## src/rtl/nvdla_hls_pipe_shift_round_sat.sv

```systemverilog
// nvdla_hls_pipe_shift_round_sat: two-stage shift, round-half-away and saturate with valid/ready and saturation counter
module nvdla_hls_pipe_shift_round_sat #(
  parameter int IN_WIDTH    = 49,
  parameter int OUT_WIDTH   = 32,
  parameter int SHIFT_WIDTH = 6,
  parameter int CNT_WIDTH   = 32
) (
  input  logic                   nvdla_core_clk,
  input  logic                   nvdla_core_rstn,
  input  logic                   in_pvld,
  output logic                   in_prdy,
  input  logic [IN_WIDTH-1:0]    in_data,
  input  logic [SHIFT_WIDTH-1:0] in_shift,
  input  logic                   in_unsigned,
  output logic                   out_pvld,
  input  logic                   out_prdy,
  output logic [OUT_WIDTH-1:0]   out_data,
  output logic                   out_sat,
  output logic [CNT_WIDTH-1:0]   sat_cnt,
  input  logic                   sat_cnt_clr
);
  logic [SHIFT_WIDTH-1:0] sh;
  logic [IN_WIDTH-1:0] half;
  logic signed [IN_WIDTH-1:0] q, r_next, s1_r;
  logic guide, sticky, rnd, s1_vld, s1_uns, s1_rdy, s2_rdy;
  logic neg, s_sat, u_over, sat;
  logic [OUT_WIDTH-1:0] sat_data;
  assign s2_rdy  = ~out_pvld | out_prdy;
  assign s1_rdy  = ~s1_vld | s2_rdy;
  assign in_prdy = s1_rdy | ~nvdla_core_rstn;
  // half selects the guard bit; the bits below it form the sticky mask (unused when sh=0)
  always_comb begin
    sh     = (int'(in_shift) > IN_WIDTH - 1) ? SHIFT_WIDTH'(IN_WIDTH - 1) : in_shift;
    half   = (IN_WIDTH'(1) << sh) >> 1;
    q      = $signed(in_data) >>> sh;
    guide  = |(in_data & half);
    sticky = |(in_data & (half - 1'b1));
    rnd    = guide & ~(in_data[IN_WIDTH-1] & ~sticky);
    r_next = q + IN_WIDTH'(rnd);
  end
  always_comb begin
    neg      = s1_r[IN_WIDTH-1];
    s_sat    = ~(&s1_r[IN_WIDTH-1:OUT_WIDTH-1] | ~|s1_r[IN_WIDTH-1:OUT_WIDTH-1]);
    u_over   = |s1_r[IN_WIDTH-2:OUT_WIDTH];
    sat      = s1_uns ? (neg | u_over) : s_sat;
    sat_data = s1_uns ? (neg ? '0 : u_over ? '1 : s1_r[OUT_WIDTH-1:0])
                      : (s_sat ? (neg ? {1'b1, {(OUT_WIDTH-1){1'b0}}} : {1'b0, {(OUT_WIDTH-1){1'b1}}})
                               : s1_r[OUT_WIDTH-1:0]);
  end
  always_ff @(posedge nvdla_core_clk) begin
    if (!nvdla_core_rstn) begin
      s1_vld <= 1'b0;
    end else if (s1_rdy) begin
      s1_vld <= in_pvld;
      if (in_pvld) begin
        s1_r   <= r_next;
        s1_uns <= in_unsigned;
      end
    end
  end
  always_ff @(posedge nvdla_core_clk) begin
    if (!nvdla_core_rstn) begin
      out_pvld <= 1'b0;
      out_data <= '0;
      out_sat  <= 1'b0;
    end else if (s2_rdy) begin
      out_pvld <= s1_vld;
      if (s1_vld) begin
        out_data <= sat_data;
        out_sat  <= sat;
      end
    end
  end
  always_ff @(posedge nvdla_core_clk) begin
    if (!nvdla_core_rstn || sat_cnt_clr)
      sat_cnt <= '0;
    else if (out_pvld && out_prdy && out_sat && !(&sat_cnt))
      sat_cnt <= sat_cnt + 1'b1;
  end
endmodule

```

## config.mk

```make
export PLATFORM = sky130hd
export DESIGN_NAME = nvdla_hls_pipe_shift_round_sat
export DESIGN_NICKNAME = d
export VERILOG_FILES = /design/src/rtl/nvdla_hls_pipe_shift_round_sat.sv
export SDC_FILE = /design/constraint.sdc
export NUM_CORES = 1
export LEC_CHECK = 0
export CORE_MARGIN = 2
export CORE_UTILIZATION = 30
export DETAILED_ROUTE_END_ITERATION = 10
export PLACE_DENSITY = 0.47
export SETUP_SLACK_MARGIN = 0.3
export SLEW_MARGIN = 20
export SYNTH_ARGS = -nofsm -noshare
export SYNTH_HDL_FRONTEND = slang
export SYNTH_SLANG_ARGS = --single-unit
```

## constraint.sdc

```tcl
create_clock -name nvdla_core_clk -period 9.58 [get_ports nvdla_core_clk]
set_input_delay 2.874 -clock nvdla_core_clk [delete_from_list [all_inputs] [get_ports nvdla_core_clk]]
set_output_delay 2.874 -clock nvdla_core_clk [all_outputs]
set_load 0.05 [all_outputs]
```

==> results.json, run 1 <==
{
  "status": "finished, final reports clean",
  "fp.coreArea_um2": 36300,
  "pin_count": 128,
  "drtIter0Drc": 1652,
  "cts.clk_slew.worst_paths_ns": 0.05,
  "syn_nets": 1584,
  "powerDensity_nw_per_um2": 136,
  "ant_nets": 0,
  "crit_fanout": 39,
  "yosysWarningCount": 0,
  "fin_area_um2": 13300,
  "regArea_um2": 2840,
  "cts_root_buf": "clkbuf_16",
  "grt_pass1_vias": 12400,
  "period_minus_slack_ns": 8.41,
  "io_buffers": 127,
  "cts-buffers-inserted": 17,
  "period_share_pct": 87.7,
  "via_count": 13200,
  "wire_per_inst_um": 27.1,
  "synth-edff-count": 50,
  "die_area_um2": 38100,
  "antenna_found_initial": 0,
  "cts_setup_buffers": 0,
  "start_kind": "primary input",
  "cts_tree": "done",
  "initial_utilization_pct": 30.2,
  "synth_seq_area_share_pct": 25.9,
  "multiInputGateArea_um2": 7490,
  "clock_path_buffers": 2,
  "synthArstFlopShare_pct": 0,
  "dr.pass1.iters": 6,
  "end_kind": "flip-flop",
  "fin_skew_ns": 0.0157,
  "syn-mean-instance-area_um2": 7.22,
  "cts.sink_count": 117,
  "cp_data_arrival_time_ns": 8.55,
  "maxCapViolCount": 0,
  "synth_flop_cell": "dfxtp_1",
  "wirelength_um": 56600,
  "die_width_um": 195,
  "maxSlewHeadroom_pct": 20.4,
  "setup_tns_ns": 0,
  "p_leak_uw": 0.00458,
  "critPathRequiredTime_ns": 9.73,
  "area_growth_pct": 21.1,
  "synthCells": 1519,
  "grt_pass1_wl_um": 83000,
  "setup_violations": 0,
  "hpwl_um": 42700,
  "hold_class": "reg -> reg",
  "grt_usage_pct": 29.0,
  "n_fill_cell": 3889,
  "slew_viol_final": 0,
  "avgViaCountPerCell": 6.31,
  "cts_resized": 0,
  "placed_area_um2": 12700,
  "vdd_drop_max_v": 0.000100,
  "ys_seq_elements": 117,
  "grt_setup_unrepaired": "false",
  "drc": 0,
  "rows": 70,
  "num_antenna_cells": 0,
  "overflow": 0,
  "die_h_um": 195,
  "place_congestion": 1.04,
  "grt_max_degree": 59,
  "path_class": "in -> reg",
  "clock_latency_ns": 0.41,
  "clock.fmax_mhz": 119,
  "tightest_slew_ns": 1.16,
  "syn_area_um2": 11000,
  "drive_gt1_share_pct": 8.84,
  "hold_viol_final": 0,
  "yosys.cell_types.count": 89,
  "final_cell_mix": "nor2_1, a21oi_1, o21ai_0",
  "h-tree-depth": 4,
  "ctsHoldBuffers": 0,
  "nets": 1670,
  "final_common_cell": "nor2_1"
}
worst max-delay path, cell delays in order:
cell     delay, ns
buf_2         0.37
a21bo_2       0.34
nor2_1        0.72
nand3_1       0.21
ha_1          0.28
buf_4         0.23
nand3_1       0.16
o21ai_0       0.11
a22oi_1       0.32
nand3_1       0.13
nor4_1        0.61
nand4_1       0.17
nor4_1        0.44
a31oi_1       0.16
ha_1          0.27
ha_1          0.20
and2_1        0.19
and4_1        0.28
buf_4         0.20
and3_1        0.15
xor2_1        0.14
synth_stat cells, drive strengths merged (9+ instances only):
library cell | count | area (um^2)
xor2 | 41 | 359
dfxtp | 67 | 1340
o21ai | 163 | 816
nand2 | 125 | 469
and3 | 12 | 75.1
nor2 | 207 | 785
clkbuf | 53 | 199
a21oi | 178 | 895
inv | 19 | 71.3
a211oi | 13 | 97.6
nor3 | 26 | 151
nand3 | 61 | 323
o31ai | 12 | 90.1
and2 | 11 | 68.8
a22oi | 19 | 148
mux2i | 27 | 270
a31oi | 18 | 113
o211ai | 30 | 225
mux2 | 10 | 113
o21a | 10 | 75.1
edfxtp | 50 | 1500
o221ai | 18 | 164
xnor2 | 30 | 263
nor2b | 30 | 188
o22ai | 49 | 313
nor4 | 12 | 81.3
a221oi | 9 | 109
nand4 | 29 | 188
buf | 63 | 394
nand2b | 10 | 62.6
or3 | 12 | 75.1
where the power goes:
group          internal (uW)  switching, uW
logic                    179            412
registers                552           11.4
clock network            421            236
path summary, 6_finish.rpt:
| kind | from | to | slack [ns] | depth (start not counted) |
|---|---|---|---|---|
| setup / recovery | in_shift[4] | s1_r[12]$_DFFE_PP_ | 1.17 | 21 |
| hold / removal | out_data[30]$_SDFFE_PN0P_ | out_data[30]$_SDFFE_PN0P_ | 0.48 | 2 |
| setup reg to reg | sat_cnt[4]$_SDFFE_PP0P_ | sat_cnt[29]$_SDFFE_PP0P_ | 6.52 | 11 |
| hold reg to reg | out_data[30]$_SDFFE_PN0P_ | out_data[30]$_SDFFE_PN0P_ | 0.48 | 2 |
logic make-up (layout without fill, tap and decap cells):
kind of cell | count (synthesis) | after routing | synth area share (%)
AO/OA/AOI/OAI | 596 | 596 | 34.0
XOR/XNOR | 71 | 71 | 5.67
adder cells (fa/ha/maj) | 5 | 5 | 0.547
buffers and inverters | 135 | 234 | 6.05
flip-flops | 117 | 117 | 25.9
multiplexers | 38 | 38 | 3.69
AND/OR/NAND/NOR | 557 | 557 | 24.1
layer usage:
layer	routed length (um)	GRT usage [%]
met4	4690	20.4
met3	4430	4.66
met1	22100	35.4
met2	25400	46.8
met5	0	0
layout make-up:
cell class | count | area share, %
multi-input combinational | 1267 | 56.4
sequential | 117 | 21.4
timing repair buffer | 183 | 12.5
tap | 468 | 4.41
clock buffer | 22 | 3.97
clock inverter | 10 | 0.781
inverter | 19 | 0.537
stage by stage:
step	setup WS (ns)	cells	utilization [%]	hold slack [ns]	power, uW
4_1_cts	1.42	2086	36.6	0.479	1810
6_report	1.17	2086	36.6	0.479	1810
2_1_floorplan	2.06	1519	-	0.465	913
3_5_place_dp	0.982	2054	34.8	0.471	1140
5_1_grt	0.831	2086	36.6	0.508	1880
3_3_place_gp	0.902	2054	34.8	0.474	1150
flip-flops by register name (all words and copies together), names as in the netlist:
| register | count |
|---|---|
| s1_vld | 1 |
| s1_r | 49 |
| sat_cnt | 32 |
| out_sat | 1 |
| s1_uns | 1 |
| out_data | 32 |
| out_pvld | 1 |
(Power assumes the default switching activity.)
==> inputs of run 2 (changes only) <==
Settings changed: SLEW_MARGIN 20 to default.
==> run 2 against run 1 <==
  * Via count is 0.62% lower
  * Non-clock buffer count stayed put
  * Critical path depth is 1 lower
  * Worst setup slack better by 0.0037 ns
  * Combinational power hardly changed
  * Die area stayed put
  * Global-route usage hardly changed
  * Core utilization hardly changed
  * Clock power is 0.9% higher
  * Clock-buffer cell count stayed put
  * Sequential cell count stayed put
  * Cell count stayed put
  * Critical endpoint is now s1_r[34]$_DFFE_PP_
  * Largest cell class unchanged
  * Largest power group unchanged
  * Highest routed layer unchanged
==> results.json, run 2 (same netlist as run 1, synthesis figures left out) <==
{
  "critPathLaunch": "in_shift[4]",
  "clock_latency_ns": 0.41,
  "slew_viol_final": 0,
  "critPathRequiredTime_ns": 9.73,
  "start_kind": "primary input",
  "num_antenna_cells": 0,
  "initial_utilization_pct": 30.2,
  "setup_tns_ns": 0,
  "critical_path.max_stage_delay_ns": 0.69,
  "cts_root_buf": "clkbuf_16",
  "tightest_slew_ns": 1.29,
  "rows": 70,
  "hold_viol_final": 0,
  "period_share_pct": 87.7,
  "hpwl_um": 42900,
  "area_growth_pct": 21.1,
  "cts.sink_count": 117,
  "largestRegisters": "s1_r x49, out_data x32, sat_cnt x32",
  "drive_gt1_share_pct": 8.78,
  "cts-buffers-inserted": 17,
  "final_cell_mix": "nor2_1, a21oi_1, o21ai_0",
  "h-tree-depth": 4,
  "end_kind": "flip-flop",
  "period_minus_slack_ns": 8.40,
  "drtIter0Drc": 1561,
  "pin_count": 128,
  "powerDensity_nw_per_um2": 137,
  "whs_path_depth": 2,
  "fp.coreArea_um2": 36300,
  "internal_power_uw": 1150,
  "p_switching_uw": 662,
  "cts_setup_buffers": 0,
  "fin_skew_ns": 0.0132,
  "maxCapViolCount": 0,
  "cts.clk_slew.worst_paths_ns": 0.05,
  "clock_path_buffers": 2,
  "ctsHoldBuffers": 0,
  "nets": 1670,
  "setup_slack_ns": 1.18,
  "p_leak_uw": 0.00458,
  "grt_pass1_vias": 12500,
  "utilization_pct": 36.5,
  "die_h_um": 195,
  "antenna_found_initial": 0,
  "wire_per_inst_um": 27.1,
  "grt_usage_pct": 29.0,
  "n_fill_cell": 3921,
  "grt_max_degree": 59,
  "die_width_um": 195,
  "place_congestion": 1.04,
  "p_clk_share_pct": 36.5,
  "slowest_stage": "nor4_1",
  "path_cells": "buf_2 > a21bo_2 > nor2_1 > nand3_1 > ha_1 > buf_4 > o311a_1 > a211oi_1 > o2111ai_1 > nor4_1 > nand4_1 > nor4_1 > a31oi_1 > ha_1 > ha_1 > and2_1 > and4_1 > nand2_1 > nor4_1 > xnor2_1",
  "dr.pass1.iters": 6,
  "path_class": "in -> reg",
  "die_area_um2": 38100,
  "regMostFlops": "s1_r",
  "grt_pass1_wl_um": 82900,
  "cts_resized": 0,
  "avgViaCountPerCell": 6.27,
  "p_seq_share_pct": 31.0,
  "dp_slack_ns": 1.00,
  "hold_class": "reg -> reg",
  "placed_area_um2": 12700,
  "crit_fanout": 39,
  "drc": 0,
  "via_count": 13100,
  "swShare_pct": 36.4,
  "grt_setup_unrepaired": "false",
  "clock.fmax_mhz": 119,
  "ant_nets": 0,
  "maxSlewHeadroom_pct": 14.1,
  "setup_violations": 0,
  "cts_tree": "done",
  "status": "finished, final reports clean",
  "r2r-start": "sat_cnt[4]$_SDFFE_PP0P_",
  "largest_reg_flops": 49,
  "cp_data_arrival_time_ns": 8.55,
  "wirelength_um": 56600,
  "r2r_cells": 11,
  "hp-start": "out_data[30]$_SDFFE_PN0P_",
  "vdd_drop_max_v": 0.0000928,
  "overflow": 0,
  "hold-worst-slack_ns": 0.476,
  "io_buffers": 127,
  "fin_area_um2": 13300,
  "final_common_cell": "nor2_1",
  "p_comb_share_pct": 32.5
}
## run 2: worst max-delay path: cells and delay by family
kind,cells,cell delay [ns]
xor+xnor,1,0.16
buf+inv,2,0.58
fa+ha+maj,3,0.76
compound gates,5,1.17
simple gates,9,2.97
## run 2: worst paths after layout
kind,endpoint,slack (ns)
worst min register to register,out_data[30]$_SDFFE_PN0P_,0.48
worst max register to register,sat_cnt[29]$_SDFFE_PP0P_,6.53
worst max-delay path,s1_r[34]$_DFFE_PP_,1.18
worst min-delay path,out_data[30]$_SDFFE_PN0P_,0.48
## run 2: power by group through the flow
| stage | Clock, uW | Sequential (uW) | Combinational, uW |
|---|---|---|---|
| final | 663 | 563 | 591 |
| after global routing | 701 | 565 | 616 |
| after CTS | 681 | 563 | 571 |
| after detailed placement | 0 | 574 | 569 |
| after global placement | 0 | 573 | 574 |
| after floorplan | 0 | 606 | 307 |
## run 2: area by class of cell
cell class	instances	area (um^2)	area share [%]
sequential	117	2840	21.4
clock inverter	10	104	0.782
inverter	19	71.3	0.537
timing repair buffer	183	1660	12.5
multi-input combinational	1267	7490	56.4
tap	468	586	4.41
clock buffer	22	529	3.98
## run 2: routing by layer
metal / share of wire (%) / GRT usage, % / up-vias / wire (um)
li1: - / - / 5870 / -
met1: 39 / 34.9 / 6177 / 22100
met2: 46 / 47.0 / 790 / 25800
met3: 7.8 / 4.89 / 236 / 4410
met4: 7.7 / 20.9 / 0 / 4370
met5: 0 / 0 / - / 0
## run 2: through the flow
stage / total power [uW] / std cells
global placement: 1150 / 2054
CTS: 1820 / 2086
detailed placement: 1140 / 2054
finish: 1820 / 2086
floorplan: 913 / 1519
global route: 1880 / 2086
==> inputs of run 3 (changes only) <==
Settings changed: CORE_MARGIN 2 to default.
==> run 3 against run 2 <==
  * The run now ends with design-rule violations left
  * Largest cell class unchanged
  * Cell area grew 0.55%
  * Hold slack gained 0.0034 ns
  * Sequential power is essentially flat
  * Critical path type unchanged
  * Largest power group unchanged
  * Critical path depth grew 2
  * Critical endpoint is now s1_r[26]$_DFFE_PP_
  * Power shrank 0.32%
  * Die area shrank 2.0%
  * Highest routed layer is now met5
==> results.json, run 3 (same netlist as run 1, synthesis figures left out) <==
{
  "fin_skew_ns": 0.0107,
  "cts_resized": 0,
  "status": "finished with violations",
  "h-tree-depth": 4,
  "largestRegisters": "s1_r x49, out_data x32, sat_cnt x32",
  "grt_pass1_vias": 12500,
  "regMostFlops": "s1_r",
  "tightest_slew_ns": 0.939,
  "initial_utilization_pct": 30.7,
  "nets": 1681,
  "powerDensity_nw_per_um2": 136,
  "violations": "design-rule violations",
  "cts_tree": "done",
  "cts-buffers-inserted": 17,
  "critPathRequiredTime_ns": 9.71,
  "final_common_cell": "nor2_1",
  "maxCapViolCount": 0,
  "io_buffers": 127,
  "period_minus_slack_ns": 8.01,
  "n_fill_cell": 3846,
  "cts.sink_count": 117,
  "largest_reg_flops": 49,
  "cts_setup_buffers": 0,
  "cp_data_arrival_time_ns": 8.14,
  "slew_viol_final": 0,
  "p_leak_uw": 0.00463,
  "place_congestion": 1.01,
  "setup_tns_ns": 0,
  "cts.clk_slew.worst_paths_ns": 0.05,
  "antenna_found_initial": 1,
  "drive_gt1_share_pct": 9.27,
  "dr.pass1.iters": 11,
  "grt_usage_pct": 30.3,
  "start_kind": "primary input",
  "clock.fmax_mhz": 125,
  "grt_setup_unrepaired": "false",
  "grt_max_degree": 61,
  "clock_latency_ns": 0.41,
  "ant_nets": 0,
  "overflow": 0,
  "path_class": "in -> reg",
  "rows": 69,
  "p_total_uw": 1810,
  "maxSlewHeadroom_pct": 36.7,
  "num_antenna_cells": 0,
  "pin_count": 128,
  "avgViaCountPerCell": 6.26,
  "vdd_drop_max_v": 0.000104,
  "fp.coreArea_um2": 35700,
  "crit_fanout": 23,
  "final_cell_mix": "nor2_1, a21oi_1, o21ai_0",
  "setup_violations": 0,
  "hold_viol_final": 0,
  "grt_pass1_wl_um": 85000,
  "die_width_um": 193,
  "wire_per_inst_um": 27.7,
  "end_kind": "flip-flop",
  "hold_class": "reg -> reg",
  "die_area_um2": 37300,
  "period_share_pct": 83.6,
  "area_growth_pct": 21.7,
  "drc": 11,
  "ctsHoldBuffers": 0,
  "clock_path_buffers": 2,
  "die_h_um": 193,
  "cts_root_buf": "clkbuf_16",
  "wirelength_um": 57800,
  "via_count": 13100,
  "drtIter0Drc": 1459,
  "hpwl_um": 43400
}
==> run 3: power by group <==
group / internal [uW] / leakage (uW) / total (uW) / switching [uW]
Combinational: 183 / 0.00331 / 599 / 416
Sequential: 552 / 0.00102 / 563 / 11.3
Clock: 431 / 0.000306 / 649 / 217
==> run 3: path summary, 6_finish.rpt <==
kind	start	to	slack [ns]	depth (start not counted)
worst max-delay path	in_shift[2]	s1_r[26]$_DFFE_PP_	1.57	22
worst min-delay path	out_data[30]$_SDFFE_PN0P_	out_data[30]$_SDFFE_PN0P_	0.48	2
worst max register to register	sat_cnt[4]$_SDFFE_PP0P_	sat_cnt[29]$_SDFFE_PP0P_	6.52	11
worst min register to register	out_data[30]$_SDFFE_PN0P_	out_data[30]$_SDFFE_PN0P_	0.48	2
==> run 3: per-stage QoR <==
step	cell area (um^2)	hold slack, ns	util, %	cells	setup WS (ns)
global placement	12700	0.473	35.6	2057	1.34
CTS	13400	0.481	37.4	2090	1.74
finish	13400	0.480	37.4	2090	1.57
detailed placement	12700	0.474	35.6	2058	1.31
global route	13400	0.505	37.4	2090	1.34
floorplan	11000	0.465	-	1519	2.06
==> run 3: worst max-delay path, stage by stage <==
cell and delay [ns]:
buf_2 0.29, or2_2 0.46, nor2_1 0.56, nand3_1 0.15
ha_1 0.23, buf_4 0.18, o31ai_1 0.10, buf_4 0.21
nand2b_1 0.19, nor2_1 0.16, o31ai_1 0.33, a22oi_1 0.12
nand4_1 0.16, nor4_1 0.06, a31oi_1 0.29, ha_1 0.23
ha_1 0.17, and2_1 0.19, and4_1 0.36, nand3_4 0.20
or3_1 0.43, xor2_1 0.15
==> run 3: area by class of cell <==
type / instances / area [um^2] / area share (%)
Clock buffer: 27 / 567 / 4.24
Clock inverter: 5 / 55.1 / 0.412
Inverter: 19 / 71.3 / 0.534
Multi-Input combinational cell: 1267 / 7490 / 56.1
Sequential cell: 117 / 2840 / 21.3
Tap cell: 461 / 577 / 4.32
Timing Repair Buffer: 194 / 1760 / 13.2
==> run 3: routing by layer <==
| metal | global-route usage (%) | up-vias | routed length, um |
|---|---|---|---|
| met3 | 6.15 | 227 | 4940 |
| met5 | 0 | - | 13 |
| li1 | - | 5881 | - |
| met2 | 48.3 | 824 | 26000 |
| met1 | 36.9 | 6140 | 22900 |
| met4 | 20.5 | 2 | 4000 |
